**src/rtl/lenet_pkg.sv**
```systemverilog
// Shared LeNet-5 constants: element width, per-layer dimensions, buffer
// address widths and the pooling FSM state encoding.
package lenet_pkg;

  localparam int DATA_W = 8;

  localparam int C1_CH = 6;
  localparam int C1_HW = 28;
  localparam int P1_HW = 14;
  localparam int C2_CH = 16;
  localparam int C2_HW = 10;
  localparam int P2_HW = 5;

  localparam int BUF_A_AW = 13;
  localparam int BUF_B_AW = 11;
  localparam int BUF_C_AW = 9;

  typedef enum logic [2:0] {
    ST_IDLE,
    ST_RD0,
    ST_RD1,
    ST_RD2,
    ST_RD3,
    ST_WR,
    ST_FIN
  } pool_state_t;

endpackage

```
**src/rtl/pool_max2.sv**
```systemverilog
// Combinational signed maximum of two W-bit two's-complement values.
module pool_max2 #(
  parameter int W = 8
) (
  input  logic signed [W-1:0] a,
  input  logic signed [W-1:0] b,
  output logic signed [W-1:0] y
);

  // Ties resolve to a, which is the same value.
  assign y = (b > a) ? b : a;

endmodule

```
**src/rtl/maxpool_2x2.sv**
```systemverilog
// 2x2 stride-2 max-pool engine: five cycles per output (four reads, one write).
// Define POOL_RELU_EN to clamp negative pooled values to zero before writing.
module maxpool_2x2 #(
  parameter int CHANNELS = lenet_pkg::C1_CH,
  parameter int IN_H     = lenet_pkg::C1_HW,
  parameter int IN_W     = lenet_pkg::C1_HW,
  parameter int SRC_AW   = lenet_pkg::BUF_A_AW,
  parameter int DST_AW   = lenet_pkg::BUF_B_AW,
  parameter int DATA_W   = lenet_pkg::DATA_W
) (
  input  logic              clk,
  input  logic              rst_n,
  input  logic              start,
  output logic              busy,
  output logic              done,
  output logic [SRC_AW-1:0] src_addr,
  input  logic [DATA_W-1:0] src_rd_data,
  output logic [DST_AW-1:0] dst_addr,
  output logic [DATA_W-1:0] dst_wr_data,
  output logic              dst_wr_en
);
  import lenet_pkg::*;

  localparam int OH = IN_H / 2;
  localparam int OW = IN_W / 2;

  pool_state_t              state_q;
  logic [15:0]              c_q, r_q, col_q;
  logic [SRC_AW-1:0]        win_base_q;
  logic [DST_AW-1:0]        out_idx_q;
  logic signed [DATA_W-1:0] acc_q;

  logic signed [DATA_W-1:0] rd_s, max_v, wr_v;
  logic                     last_col, last_row, last_ch;
  logic [SRC_AW-1:0]        next_base;

  assign rd_s = src_rd_data;

  pool_max2 #(.W(DATA_W)) u_max (
    .a (acc_q),
    .b (rd_s),
    .y (max_v)
  );

`ifdef POOL_RELU_EN
  assign wr_v = max_v[DATA_W-1] ? '0 : max_v;
`else
  assign wr_v = max_v;
`endif

  assign last_col = (col_q == 16'(OW - 1));
  assign last_row = (r_q == 16'(OH - 1));
  assign last_ch  = (c_q == 16'(CHANNELS - 1));

  // Stepping past the last window of a row (or channel) skips the odd row
  // below it; rows and channels are contiguous, so one adder covers both.
  assign next_base = last_col ? win_base_q + SRC_AW'(IN_W + 2)
                              : win_base_q + SRC_AW'(2);

  always_ff @(posedge clk) begin
    if (!rst_n) begin
      state_q     <= ST_IDLE;
      busy        <= 1'b0;
      done        <= 1'b0;
      dst_wr_en   <= 1'b0;
      src_addr    <= '0;
      dst_addr    <= '0;
      dst_wr_data <= '0;
      c_q         <= '0;
      r_q         <= '0;
      col_q       <= '0;
      win_base_q  <= '0;
      out_idx_q   <= '0;
      acc_q       <= '0;
    end else begin
      // NOTE: sequential state uses non-blocking assignments; the pulses below
      // default low each cycle and are raised only by the state that owns them.
      done      <= 1'b0;
      dst_wr_en <= 1'b0;

      unique case (state_q)
        ST_IDLE: begin
          if (start) begin
            state_q    <= ST_RD0;
            busy       <= 1'b1;
            c_q        <= '0;
            r_q        <= '0;
            col_q      <= '0;
            win_base_q <= '0;
            out_idx_q  <= '0;
            src_addr   <= '0;
          end
        end
        ST_RD0: begin
          acc_q    <= rd_s;
          src_addr <= win_base_q + SRC_AW'(1);
          state_q  <= ST_RD1;
        end
        ST_RD1: begin
          acc_q    <= max_v;
          src_addr <= win_base_q + SRC_AW'(IN_W);
          state_q  <= ST_RD2;
        end
        ST_RD2: begin
          acc_q    <= max_v;
          src_addr <= win_base_q + SRC_AW'(IN_W + 1);
          state_q  <= ST_RD3;
        end
        ST_RD3: begin
          acc_q       <= max_v;
          dst_wr_data <= wr_v;
          dst_addr    <= out_idx_q;
          dst_wr_en   <= 1'b1;
          state_q     <= ST_WR;
        end
        ST_WR: begin
          out_idx_q  <= out_idx_q + DST_AW'(1);
          win_base_q <= next_base;
          src_addr   <= next_base;
          if (last_col) begin
            col_q <= '0;
            if (last_row) begin
              r_q <= '0;
              c_q <= c_q + 16'd1;
            end else begin
              r_q <= r_q + 16'd1;
            end
          end else begin
            col_q <= col_q + 16'd1;
          end
          if (last_col && last_row && last_ch) begin
            state_q <= ST_FIN;
            busy    <= 1'b0;
            done    <= 1'b1;
          end else begin
            state_q <= ST_RD0;
          end
        end
        ST_FIN:  state_q <= ST_IDLE;
        default: state_q <= ST_IDLE;
      endcase
    end
  end

endmodule
```
**config.mk**
```make
export PLATFORM = sky130hd
export DESIGN_NAME = maxpool_2x2
export DESIGN_NICKNAME = d
export VERILOG_FILES = /design/src/rtl/lenet_pkg.sv /design/src/rtl/pool_max2.sv /design/src/rtl/maxpool_2x2.sv
export SDC_FILE = /design/constraint.sdc
export NUM_CORES = 1
export LEC_CHECK = 0
export CAP_MARGIN = 20
export CORE_MARGIN = 4
export CORE_UTILIZATION = 50
export CTS_CLUSTER_SIZE = 24
export DETAILED_ROUTE_END_ITERATION = 6
export GPL_ROUTABILITY_DRIVEN = 1
export PLACE_DENSITY = 0.7
export SLEW_MARGIN = 30
export SYNTH_ARGS = -nofsm -noshare
export SYNTH_HDL_FRONTEND = slang
export SYNTH_HIERARCHICAL = 1
export SYNTH_SLANG_ARGS = --single-unit
```
**constraint.sdc**
```tcl
create_clock -name clk -period 3.9 [get_ports clk]
set_input_delay 0.78 -clock clk [delete_from_list [all_inputs] [get_ports clk]]
set_output_delay 0.78 -clock clk [all_outputs]
set_load 0.02 [all_outputs]
```
# Word-level counts from Yosys, hierarchy flattened
# Cells that the tools add are included.
# word_totals
regBits	118
input_bits	11
output_inout_bits	35
elab_cells	73
# op_classes
add_sub_neg	9
order_cmp	1
n_eq_ne	12
muxes	25
reduce_logical	13
# ops
operator	count
2-to-1 mux 16 bit	6
case mux 16 bit (2 select lines)	3
case mux 13 bit (5 select lines)	1
adder 16 x 1 -> 16 bit, second input constant	3
adder 13 x 5 -> 13 bit, second input constant	3
== test 16 x 4 -> 1 bit, second input constant	2
2-to-1 mux 13 bit	2
case mux 13 bit (2 select lines)	1
case mux 11 bit (2 select lines)	1
case mux 3 bit (6 select lines)	1
== test 16 x 3 -> 1 bit, second input constant	1
case mux 8 bit (2 select lines)	1
adder 13 x 1 -> 13 bit, second input constant	1
adder 13 x 2 -> 13 bit, second input constant	1
adder 11 x 1 -> 11 bit, second input constant	1
2-to-1 mux 11 bit	1
> comparator 8 bit	1
2-to-1 mux 8 bit	1
inequality test 2 bit, second input constant	4
== test 3 x 2 -> 1 bit, second input constant	2
== test 3 bit, second input constant	2
2-to-1 mux 3 bit	2
AND reduction 2 bit	3
AND reduction 3 bit	2
other kinds (9)	14

# Longest topological paths before layout
# logic_depth
depth_word	5
ltp_mapped	11
mapped_depth_nobuf	11

# By module
# The synthesis kept the hierarchy.
# by_module_without_submodules
module	instances	cells_each	area_each_um2	seq_area_each_um2
maxpool_2x2	1	751	6077.1	2342.2
pool_max2	1	40	360.3	0.0

# Least setup slack after synthesis
# No wires, ideal clock.
# synth_timing
path_kind	register to register
startpoint	register state_q[0]
endpoint	register src_addr[10]
arrival_ns	2.825
required_ns	3.768
path_slack_ns	0.943
path_stages_with_launch	12
n_path_buf	1
synth_period_minus_slack_ns	2.957
path_cell_list	dfxtp_1 > clkbuf_1 > inv_1 > nor2_1 > nand2_1 > inv_1 > ha_1 > a211oi_1 > nor2_1 > a21o_1 > a222oi_1 > a21oi_1
# synth_via
elab_chain_len	3
elab_cells_between_ends	9
cone_classes	eq/ne: 5; mux: 1; reduce/logical: 3
# synth_lines
element	line	rtl
start: declaration	maxpool_2x2.sv:27	pool_state_t state_q;
start signal: assignment	maxpool_2x2.sv:62	state_q <= ST_IDLE;
start signal: assignment	maxpool_2x2.sv:84	state_q <= ST_RD0;
start signal: assignment	maxpool_2x2.sv:97	state_q <= ST_RD1;
== test 3 bit, or another cell as far along	maxpool_2x2.sv:81	unique case (state_q)
nonzero test 5 bit (no line) or inequality test 2 bit (tied branches)	-	
AND reduction 2 bit (no line)	-	
end signal: assignment	maxpool_2x2.sv:96	src_addr <= win_base_q + SRC_AW'(1);
end signal: assignment	maxpool_2x2.sv:101	src_addr <= win_base_q + SRC_AW'(IN_W);
end signal: assignment	maxpool_2x2.sv:106	src_addr <= win_base_q + SRC_AW'(IN_W + 1);
end: declaration	maxpool_2x2.sv:16	output logic [SRC_AW-1:0] src_addr,
# Several ways; a longest one is shown, not always the timed one.
# A chain may end at the register's enable or synchronous reset.

# Final worst setup path
# layout_timing
startpoint	input src_rd_data[5]
endpoint	register acc_q[5]
# layout_via
elab_chain_len	3
# layout_lines
element	line	rtl
start: declaration	maxpool_2x2.sv:17	input logic [DATA_W-1:0] src_rd_data,
> comparator 8 bit	pool_max2.sv:11	assign y = (b > a) ? b : a;
2-to-1 mux 8 bit *	pool_max2.sv:11	
via max_v[5]	maxpool_2x2.sv:33	logic signed [DATA_W-1:0] rd_s, max_v, wr_v;
case mux 8 bit (2 select lines) *	maxpool_2x2.sv:81	
end signal: assignment	maxpool_2x2.sv:95	acc_q <= rd_s;
end signal: assignment	maxpool_2x2.sv:100	acc_q <= max_v;
end signal: assignment	maxpool_2x2.sv:105	acc_q <= max_v;
end: declaration	maxpool_2x2.sv:31	logic signed [DATA_W-1:0] acc_q;
# The timed path passes the listed nets; every way through them passes the cells marked *.

==> flow_metrics.env <==
export IMPL_skew_ns=0.00417
export IMPL_p_per_area_nw_per_um2=429
export IMPL_outcome="completed"
export IMPL_startpoint_type="input pin"
export IMPL_dr_pass1_iters=5
export IMPL_synth_edf_count=0
export IMPL_period_share_pct=79.4
export IMPL_coreArea_um2=12600
export IMPL_ys_flop_type="dfxtp_1"
export IMPL_final_antenna_net_count=0
export IMPL_tightest_slew_ns=0.923
export IMPL_numCtsBuffers=17
export IMPL_crit_slowest_cell="mux2i_4"
export IMPL_htree_levels=4
export IMPL_fp_dieH_um=121
export IMPL_initial_core_util_pct=51.0
export IMPL_grt_pass1_vias=5648
export IMPL_wl_per_cell_um=15.9
export IMPL_fp_dieW_um=121
export IMPL_multiInputGateArea_um2=3800
export IMPL_grt_pass1_wl_mm=27.1
export IMPL_via_per_inst=5.99
export IMPL_path_cells="clkdlybuf4s50_1, ha_1, a21oi_1, o21ai_0, a311oi_2, mux2i_4, mux2_2, mux2i_1, a211oi_1"
export IMPL_p_switching_w=0.000806
export IMPL_syn_inst=791
export IMPL_drv_cap=0
export IMPL_final_util_pct=60.7
export IMPL_place_area_um2=7050
export IMPL_num_rows=41
export IMPL_worst_slack_ns=0.803
export IMPL_p_seq_share_pct=38.4
export IMPL_dpl_worst_slack_ns=0.396
export IMPL_rsz0062_at_grt="false"
export IMPL_slew_violations=0
export IMPL_vias=6048
export IMPL_tritoncts="done"
export IMPL_layout_common_cells="117 x dfxtp_1, 106 x nand2_1, 78 x nor2_1, 78 x a21oi_1, 45 x clkdlybuf4s50_1"
export IMPL_p_int_w=0.00248
export IMPL_final_common_cell="dfxtp_1"
export IMPL_cts_repair_resize_count=0
export IMPL_drive_gt1_share_pct=9.67
export IMPL_final_nets=859
export IMPL_wl_mm=16.1
export IMPL_dieArea_um2=14800
export IMPL_ys_warn_count=6
export IMPL_max_slew_margin_rel_pct=37.7
export IMPL_clk_pin_slew_worst_paths_ns=0.05
export IMPL_ir_drop_mv=0.292
export IMPL_p_leak_nw=2.62
export IMPL_synth_top_area_share_pct=36.4
export IMPL_grt_max_degree=32
export IMPL_cts_setup_buffers=0
export IMPL_yosys_top_cells_area="dfxtp_1 36%, nand2_1 6.2%, a21oi_1 6.1%"
export IMPL_worst_path_max_fanout=8
export IMPL_ctsHoldBuffers=0
export IMPL_async_reset_ff_share_pct=0
export IMPL_crit_type="in2reg"
export IMPL_overflow=0
export IMPL_clock_latency_ns=0.41
export IMPL_syn_area_um2=6440
export IMPL_clockBufferDepth=2
export IMPL_root_buffer="clkbuf_16"
export IMPL_synth_nets=825
export IMPL_swShare_pct=24.5
export IMPL_place_congestion=0.888
export IMPL_top_level_ports=46
export IMPL_comb_power_share_pct=12.2
export IMPL_setup_viol=0
export IMPL_port_buffers=45
export IMPL_drtIter0Drc=548
export IMPL_endpoint_kind="flip-flop"
export IMPL_final_area_um2=7670
export IMPL_avgSynthCellArea_um2=8.14
export IMPL_grt_antenna_before_repair=0
export IMPL_hold_path_class="reg2reg"
export IMPL_seq_area_um2=2340
export IMPL_grtUsageTotal_pct=22.4
export IMPL_cts_num_sinks=117
export IMPL_setup_tns_final_ns=0
export IMPL_arrival_ns=3.35
export IMPL_ys_seq_elements=117
export IMPL_syn2layout_area_growth_pct=19.1
export IMPL_crit_path_max_incr_delay_ns=0.47
export IMPL_synthDistinctLibCells=78
export IMPL_dp_hpwl_mm=10.7
export IMPL_hold_viol=0
export IMPL_ys_seq_area_share_pct=36.4
export IMPL_fin_crit_ns=3.10
export IMPL_clkPwrFrac_pct=49.5
export IMPL_drc=0
export IMPL_fmax_mhz=323
export IMPL_required_ns=4.16
export IMPL_fill_cells=1140
export IMPL_insertedDiodeCount=0
export IMPL_yosys_area_top_type="dfxtp_1"
[cells in the mapped netlist, drive strengths merged (2+ instances only)]
cell	n
and4	5
o32ai	3
o221a	3
and3	11
mux2i	11
and4bb	2
nand2b	2
nand4	13
nor4b	2
nand3	19
a22oi	6
o21a	4
or4	16
a21o	6
o311a	3
dfxtp	117
nor2	78
o2111ai	2
ha	22
o211ai	10
o21ai	22
xor2	8
a211oi	18
and2	4
o221ai	2
o22ai	4
a31oi	4
a222oi	4
nor4	12
a311oi	5
or3	7
nand2	109
nor3	23
inv	29
clkbuf	31
a2111oi	7
o31ai	13
mux2	12
xnor2	24
buf	14
a21oi	80
nor3b	5
nand3b	2
[final cells by class]
class	count	share of cell area (%)
Clock buffer	22	6.06
Clock inverter	10	1.99
Inverter	30	1.47
Multi-Input combinational cell	599	49.6
Sequential cell	117	30.6
Tap cell	172	2.81
Timing Repair Buffer	60	7.51
[power groups by stage]
stage	clock (W)	sequential (W)	combinational, W
CTS	0.00165	0.00126	0.000400
detailed placement	0	0.00129	0.000396
global route	0.00171	0.00127	0.000437
floorplan	0	0.00128	0.000288
global placement	0	0.00128	0.000384
finish	0.00163	0.00126	0.000400
[critical path: cells and delay by family]
family / cells / cell delay (ns)
adders and majority gates: 1 / 0.33
muxes: 3 / 1.02
buffers and inverters: 1 / 0.44
AOI/OAI and AO/OA: 4 / 0.79
[cells by family after synthesis]
| family | after synthesis | synth area share, % |
|---|---|---|
| AOI/OAI and AO/OA | 206 | 21.7 |
| and+or+nand+nor | 315 | 24.2 |
| muxes | 23 | 4.06 |
| buffers and inverters | 75 | 4.72 |
| DFF | 117 | 36.4 |
| adders and majority gates | 23 | 4.59 |
| xor gates and xnor gates | 32 | 4.35 |
[registers in the layout, indices dropped and copies added (netlist names)]
register,flops
done,1
dst_wr_data,8
col_q,16
out_idx_q,11
state_q,3
busy,1
dst_wr_en,1
c_q,16
acc_q,8
dst_addr,11
src_addr,13
win_base_q,12
r_q,16
[per-stage QoR]
| stage | instances | power [W] | hold slack (ns) |
|---|---|---|---|
| 3_5_place_dp | 978 | 0.00168 | 0.447 |
| 5_1_grt | 1010 | 0.00341 | 0.478 |
| 6_report | 1010 | 0.00329 | 0.453 |
| 2_1_floorplan | 791 | 0.00157 | 0.436 |
| 3_3_place_gp | 978 | 0.00167 | 0.444 |
| 4_1_cts | 1010 | 0.00331 | 0.454 |
[final timing paths]
kind	from	to	slack, ns	depth (start not counted)
max	src_rd_data[5]	acc_q[5]	0.80	9
min	dst_wr_data[2]	dst_wr_data[2]	0.45	2
max reg2reg	state_q[0]	src_addr[10]	0.96	12
min reg2reg	dst_wr_data[2]	dst_wr_data[2]	0.45	2
[layer usage]
metal / up-vias / global-route usage [%] / part of all wire (%) / routed length, um
met4: 0 / 8.12 / 1.5 / 247
met2: 162 / 35.6 / 48 / 7650
met1: 2898 / 30.1 / 46 / 7440
met5: - / 0 / 0 / 0
li1: 2965 / - / - / -
met3: 23 / 4.48 / 4.7 / 758
(Power assumes the default switching activity.)
==> patch: new RTL, same settings <==
Add a define of `POOL_RELU_EN`.
--- a/src/rtl/maxpool_2x2.sv
+++ b/src/rtl/maxpool_2x2.sv
@@ -1,4 +1,6 @@
 // 2x2 stride-2 max-pool engine: five cycles per output (four reads, one write).
 // Define POOL_RELU_EN to clamp negative pooled values to zero before writing.
+`define POOL_RELU_EN
+
 module maxpool_2x2 #(
   parameter int CHANNELS = lenet_pkg::C1_CH,
Behaviour: not the same (Yosys sat finds a counterexample within 10 cycles, from zero or initial values and one cycle with rst_n low).
==> patch against the unedited design <==
- sequential cell count is 1 lower
- design area fell by 0.31%
- total power up 1.4%
- synthesized cell count is 0.38% higher
- clock skew grew 0.0050 ns
- wire length grew 0.21%
- register-to-register slack lost 0.18 ns
- fmax shrank 0.82%
- setup slack got worse by 0.026 ns
- area after synthesis is 0.19% higher
- die area is 0.18% higher
==> patch: results (changes against the unedited design) <==
[global_route]
grt_start_max_net_pins = 70  ; was 32
grt_pass1_vias = 5797  ; was 5648
track_usage_pct = 22.6  ; was 22.4%
grt_pass1_wl_mm = 27.2  ; was 27.1 mm

[power_and_ir_drop]
swShare_pct = 27.5  ; was 24.5%
leakagePower_nw = 2.65  ; was 2.62 nW
vdd_drop_max_uv = 338  ; was 292 uV

[setup_path]
critPathMaxFanout = 9  ; was 8
max_stage_delay_ns = 0.62  ; was 0.47 ns
crit_slowest_cell = a21oi_1  ; was mux2i_4
arrival_ns = 3.41  ; was 3.35 ns
crit_start = col_q[1]$_SDFFE_PN0P_  ; was src_rd_data[5]
regToRegSetupSlack_ns = 0.78  ; was 0.96 ns
worst_path_dominant_cell_family = compound AO/OA/AOI/OAI gates  ; was multiplexers
r2r.worst_path.cells = 11  ; was 12

[status]
status = finished, final reports clean  ; unchanged

[synth]
netlist_instances = 794  ; was 791
synthAdderAreaFrac_pct = 4.58  ; was 4.59%
synth_mux_area_share_pct = 4.83  ; was 4.06%
synth_area_leaders = dfxtp_1, a21oi_1, nand2_1, ha_1, nor2_1  ; was dfxtp_1, nand2_1, a21oi_1, nor2_1, ha_1
synth_nets = 828  ; was 825
ys_top_cells_by_count = dfxtp_1, nand2_1, a21oi_1, nor2_1, clkbuf_1  ; unchanged
ys_types = 76  ; was 78
synth_compound_area_share_pct = 20.3  ; was 21.7%
yosysSeqAreaShare_pct = 36.0  ; was 36.4%
synth_xor_area_share_pct = 3.67  ; was 4.35%

[min_path]
whs_path_depth = 2  ; unchanged
hp-start = dst_addr[5]$_SDFFE_PN0P_  ; was dst_wr_data[2]$_SDFFE_PN0P_

[routing]
drt_pass1_iterations = 5  ; unchanged
routedWlPerCell_um = 16.0  ; was 15.9 um
viasPerCell = 5.97  ; was 5.99
vias = 6024  ; was 6048
drt-initial-drc-count = 395  ; was 548

[placement]
dp_hpwl_mm = 10.6  ; was 10.7 mm
gp_congestion = 0.898  ; was 0.888
io_buffers = 44  ; was 45
dpl_worst_slack_ns = 0.371  ; was 0.396 ns
dp_cells = 977  ; was 978

[timing]
max_slew_margin_pct = 37.4  ; was 37.7%
final-setup-viol-count = 0  ; unchanged
clock_skew_ns = 0.00919  ; was 0.00417 ns
holdWs_ns = 0.458  ; was 0.453 ns
fin_crit_ns = 3.12  ; was 3.10 ns

[finish]
nNetsFinal = 858  ; was 859
fill_cells = 1126  ; was 1140
drive_gt1_share_pct = 9.56  ; was 9.67%

[clocking]
cts_setup_buffers = 0  ; unchanged

## patch: cell types whose count changed after synthesis, moves of 6 or more
cell / delta
nor2_1: -11
nor4_1: +9
clkbuf_1: +8
o21ai_0: +8
nand2_1: -7
o211ai_1: -7
nand3b_1: +6
nand4_1: +6
xnor2_1: -6
## patch: worst paths after layout
kind | end
worst max-delay path | src_addr[8]$_SDFFE_PN0P_
worst min-delay path | dst_addr[5]$_SDFFE_PN0P_
worst max register to register | src_addr[8]$_SDFFE_PN0P_
worst min register to register | dst_addr[5]$_SDFFE_PN0P_
## patch: worst min-delay path, stage by stage, from the launching register on
cell	delay [ns]
dfxtp_1	0.31
nand2_1	0.05
a21oi_1	0.05
## patch: layout make-up
class                           instances  area, sq um  share of cell area (%)
Tap cell                              172          215                    2.82
Clock inverter                         15          181                    2.37
Inverter                               28          105                    1.38
Multi-Input combinational cell        601         3820                    50.0
Sequential cell                       116         2320                    30.4
Clock buffer                           17          425                    5.57
Timing Repair Buffer                   60          573                    7.50
## patch: power by group through the flow
stage,Sequential [mW],Clock (mW),Combinational (mW)
4_1_cts,1.26,1.62,0.472
3_5_place_dp,1.28,0,0.468
2_1_floorplan,1.27,0,0.353
5_1_grt,1.26,1.68,0.521
3_3_place_gp,1.28,0,0.456
6_report,1.26,1.60,0.472
## patch: cell families after synthesis
kind of cell | count (synthesis)
and+or+nand+nor | 324
AOI/OAI and AO/OA | 198
DFF | 116
buffers and inverters | 77
muxes | 28
xor gates and xnor gates | 27
adders and majority gates | 23
other | 1
## patch: metrics by stage
stage	util, %	power (mW)	cell area, sq um
final	60.6	3.33	7640
after global routing	60.6	3.47	7640
after CTS	60.6	3.35	7640
after detailed placement	55.8	1.75	7040
after global placement	55.7	1.74	7030
after floorplan	-	1.63	6450
## patch: metal layers
layer,global-route usage [%],share of wire [%],vias to the layer above
li1,-,-,2973
met1,28.1,45,2871
met2,38.1,49,156
met3,5.25,5.0,24
met4,8.82,1.4,0
met5,0,0,-
